<file path="src/rtl/elevator_move_timer.sv">
// Movement-timing generator: start-up delay, travel clock divider with step strobe,
// resumable hold on SOS/overweight, and a wrapping step counter.
module elevator_move_timer #(
    parameter int unsigned NUM_REQ     = 3,
    parameter int unsigned MOVE_TIME   = 10,
    parameter int unsigned START_DELAY = 20,
    parameter int unsigned CNT_W       = 26,
    parameter int unsigned STEP_W      = 8
) (
    input  logic               clk,
    input  logic               rst,
    input  logic [NUM_REQ-1:0] req,
    input  logic               move_handler,
    input  logic               sos_mode,
    input  logic               weight_limit_exceeded,
    output logic               move_clk,
    output logic               move_tick,
    output logic [STEP_W-1:0]  step_count,
    output logic               busy,
    output logic               paused
);

    typedef enum logic [1:0] {
        S_IDLE,
        S_START,
        S_RUN,
        S_HOLD
    } state_t;

    localparam logic [CNT_W-1:0] SD_LAST = CNT_W'(START_DELAY - 1);
    localparam logic [CNT_W-1:0] MT_LAST = CNT_W'(MOVE_TIME);

    state_t             state, state_n;
    state_t             saved, saved_n;
    state_t             phase;
    logic               stepping;
    logic [CNT_W-1:0]   cnt, cnt_n;
    logic               clk_n;
    logic               tick_n;
    logic [STEP_W-1:0]  step_n;
    logic               clear;
    logic               hold;

    assign clear  = ~move_handler & (|req);
    assign hold   = sos_mode | weight_limit_exceeded;
    assign busy   = (state != S_IDLE);
    assign paused = (state == S_HOLD);

    always_ff @(posedge clk) begin
        if (rst) begin
            state      <= S_IDLE;
            saved      <= S_IDLE;
            cnt        <= '0;
            move_clk   <= 1'b0;
            move_tick  <= 1'b0;
            step_count <= '0;
        end else begin
            state      <= state_n;
            saved      <= saved_n;
            cnt        <= cnt_n;
            move_clk   <= clk_n;
            move_tick  <= tick_n;
            step_count <= step_n;
        end
    end

    always_comb begin
        state_n  = state;
        saved_n  = saved;
        cnt_n    = cnt;
        clk_n    = move_clk;
        tick_n   = 1'b0;
        step_n   = step_count;
        phase    = S_IDLE;
        stepping = 1'b0;

        if (clear) begin
            state_n = S_IDLE;
            saved_n = S_IDLE;
            cnt_n   = '0;
            clk_n   = 1'b0;
            step_n  = '0;
        end else begin
            unique case (state)
                S_IDLE: begin
                    if (!hold) begin
                        cnt_n   = '0;
                        state_n = (START_DELAY > 0) ? S_START : S_RUN;
                    end
                end
                S_START, S_RUN: begin
                    if (hold) begin
                        state_n = S_HOLD;
                        saved_n = state;
                    end else begin
                        stepping = 1'b1;
                        phase    = state;
                    end
                end
                S_HOLD: begin
                    // The release edge already counts, so an H-cycle hold shifts timing by exactly H.
                    if (!hold) begin
                        state_n  = saved;
                        stepping = 1'b1;
                        phase    = saved;
                    end
                end
                default: state_n = S_IDLE;
            endcase

            if (stepping) begin
                if (phase == S_START) begin
                    if (cnt == SD_LAST) begin
                        state_n = S_RUN;
                        cnt_n   = '0;
                    end else begin
                        cnt_n = cnt + CNT_W'(1);
                    end
                end else if (phase == S_RUN) begin
                    if (cnt == MT_LAST) begin
                        cnt_n  = '0;
                        clk_n  = ~move_clk;
                        tick_n = 1'b1;
                        step_n = step_count + STEP_W'(1);
                    end else begin
                        cnt_n = cnt + CNT_W'(1);
                    end
                end
            end
        end
    end

endmodule

</file>
<file path="config.mk">
export PLATFORM = sky130hd
export DESIGN_NAME = elevator_move_timer
export DESIGN_NICKNAME = d
export VERILOG_FILES = /design/src/rtl/elevator_move_timer.sv
export SDC_FILE = /design/constraint.sdc
export NUM_CORES = 1
export LEC_CHECK = 0
export CAP_MARGIN = 10
export CORE_MARGIN = 5
export CORE_UTILIZATION = 62
export CTS_CLUSTER_SIZE = 30
export DETAILED_ROUTE_END_ITERATION = 6
export MAX_ROUTING_LAYER = met4
export PLACE_DENSITY = 0.85
export SLEW_MARGIN = 40
export SYNTH_ARGS = -nofsm -noshare
export SYNTH_HDL_FRONTEND = slang
export SYNTH_SLANG_ARGS = --single-unit
</file>
<file path="constraint.sdc">
create_clock -name clk -period 7.6 [get_ports clk]
set_input_delay 2.28 -clock clk [delete_from_list [all_inputs] [get_ports clk]]
set_output_delay 2.28 -clock clk [all_outputs]
set_load 0.05 [all_outputs]
</file>
==> reports/summary.txt <==
Via count - 2049
Reg2reg end - step_count[7]
Post-synthesis async set-or-reset flop share - 0
Post-synthesis cell type count - 49
Hold EP - step_count[7]
Tmin final - 4.24 ns
Worst r2r path cells - 8
Deepest clock path buffer count - 2
Post-CTS Setup Bufs - 0
Max incr delay on CP - 0.86 ns
Routability cong. - 0.875
CTS tree - yes
Die ar. - 5100 µm²
Vias in the first global route - 1851
Number of max-cap violations - 0
Slew Limit Fails - 0
Peak Freq - 236 MHz
Most frequent cells in the layout - dfxtp_1 (40), nor2_1 (32), nand2_1 (26), a21oi_1 (19), clkdlybuf4s50_1 (19)
Num CTS Buffers - 5
Pin count of the biggest net entering global routing - 46
Area of the core - 3660 µm²
Static leakage - 0.000956 µW
Cell count after synthesis - 280
Final ANT Viol Nets - 0
DR iter-0 viols - 205
First-pass GRT wire length - 8.47 mm
Synth Cell Area - 2340 µm²
Layout cells sized above 1 - 0.0850
Slew margin rel. - 0.592
Setup CP Type - reg -> out
Final TNS setup - 0 ns
Crit path max-delay cell type - clkdlybuf4s50_1
Final Cycle Share - 0.558
Post-cts repair resize count - 0
CP cell instances - ha_1 > clkdlybuf4s50_1
Worst Min Path Start - step_count[7]
Startpoint Class - flip-flop
Status - complete, no violations
Worst VDD drop - 124 µV
Setup slack, reg-to-reg - 4.93 ns
Starting Density - 0.639
Synthesized flop and latch total - 40
PortBufs - 19
Die height - 71.4 µm
# IOs - 20
Grt total ovfl - 0
Worst path top cell family by delay - buffers and inverters
CP endpoint kind - primary output
Drt total wl - 4.81 mm
Routed length per instance - 14.1 µm
Min-delay worst type - reg -> reg
Syn_nets - 294
Via/cell ratio - 5.99
H-tree depth - 2
Setup crit start - state[0]
EDFF count, synth - 0
Worst Path Max Fanout - 6
Req. time, crit path - 5.32 ns
Setup-failing EPs final - 0
Min-Delay Path Depth - 2
N_diodes - 0
Part of the Yosys area used for sequential elements - 0.342
Hold WS - 0.492 ns
Critical Path AT - 1.96 ns
Die X-Extent - 71.4 µm
FP Rows - 22
Setup ws final - 3.36 ns
WP buf/inv - 1
Clk pin slew, worst setup/hold paths - 0.07 ns
Layout overhead on the synthesized area - 11.1%
P per Cell Area - 144 nW/µm²
Commonest non-fill, non-tap cell in the layout - dfxtp_1
Syn. warnings - 0
Clk Latency, worst-skew pair - 0.29 ns
All-layer global routing usage - 0.208
Final net count - 307
Clk sinks - 40
Critical R2R Launch - state[0]
Hpwl dp - 3.48 mm
Pre-CTS setup slack - 3.07 ns
Antenna violations before repair - 0
Root buffer cell - clkbuf_8
Post-Syn Area per Cell - 8.36 µm²
DRC violations left - 0
RSZ-0062 raised after global routing - no
Actual slew at the worst max-slew pin - 0.611 ns
Primary FF master, synth - dfxtp_1
Drt pass-1 iters - 4
Skew final - 0.00344 ns
Hold_buf cts - 0
Final hold vios - 0
-- report_power, final --
part | internal [µW] | switching (µW)
logic | 8.11 | 12.0
registers | 210 | 0.513
clock network | 74.0 | 69.3
total | 292 | 81.8
-- area by class of cell --
type	count	area, µm²
clock buffer	8	90.1
fill	284	1060
inverter	10	37.5
multi-input combinational	215	1410
sequential	40	801
tap	48	60.1
timing repair buffer	21	205
-- cells by family after synthesis --
group                    synth area share
AO/OA/AOI/OAI                       0.211
AND/OR/NAND/NOR                     0.318
adder cells (fa/ha/maj)            0.0321
buffers and inverters              0.0588
XOR/XNOR                           0.0299
multiplexers                      0.00855
flip-flops                          0.342
-- metrics by stage --
step / util / cells / area, µm² / total power (µW)
finish: 0.710 / 342 / 2600 / 374
global route: 0.710 / 342 / 2600 / 389
CTS: 0.709 / 342 / 2600 / 378
detailed placement: 0.685 / 334 / 2510 / 235
global placement: 0.685 / 334 / 2510 / 234
floorplan: - / 280 / 2340 / 227
-- cells in the mapped netlist, types with 3 or more instances --
cell | count | area (µm²)
a21oi_1 | 20 | 100
a22o_1 | 6 | 52.6
nor4_4 | 4 | 85.1
ha_1 | 6 | 75.1
nor4_1 | 6 | 37.5
and2_1 | 3 | 18.8
inv_1 | 10 | 37.5
clkbuf_1 | 9 | 33.8
dfxtp_1 | 40 | 801
nand4_1 | 11 | 68.8
a31oi_1 | 16 | 100
nand3_1 | 13 | 65.1
nand2_1 | 26 | 97.6
nor3_1 | 6 | 30.0
a21o_1 | 5 | 37.5
xor2_1 | 4 | 35.0
nor2_1 | 32 | 120
xnor2_1 | 4 | 35.0
and4_1 | 5 | 43.8
nand2b_1 | 5 | 31.3
buf_6 | 3 | 33.8
o21ai_1 | 4 | 20.0
and3_1 | 3 | 18.8
o21ai_0 | 7 | 35.0
nand3b_1 | 4 | 30.0
-- worst reg2reg max path, cell delays in order (launching register included) --
cell and delay (ns):
dfxtp_1 0.45, inv_1 0.12, ha_1 0.40, a22oi_4 0.25, nand3_2 0.20, or4_4 0.61, nor3_2 0.25, nand4_1 0.14
mux2i_1 0.14
-- worst max-delay path by stage --
stage | to | slack (ns) | depth (start not counted)
after floorplan | step_count[7] | 3.78 | 6
after global placement | step_count[7] | 3.18 | 7
after detailed placement | cnt[21] | 3.07 | 7
after CTS | paused | 3.35 | 2
after global routing | cnt[5] | 3.26 | 8
final | paused | 3.36 | 2
-- registers in the layout (all words and copies together), names as in the netlist --
| signal | flops |
|---|---|
| move_tick | 1 |
| move_clk | 1 |
| saved | 2 |
| state | 2 |
| cnt | 26 |
| step_count | 8 |
-- metal layers --
layer	track usage	vias up	part of all wire
li1	-	1053	-
met1	0.285	967	0.48
met2	0.307	24	0.48
met3	0.0421	5	0.028
met4	0.0689	0	0.013
met5	-	-	0
No activity file was read; power rests on OpenSTA's default activity.
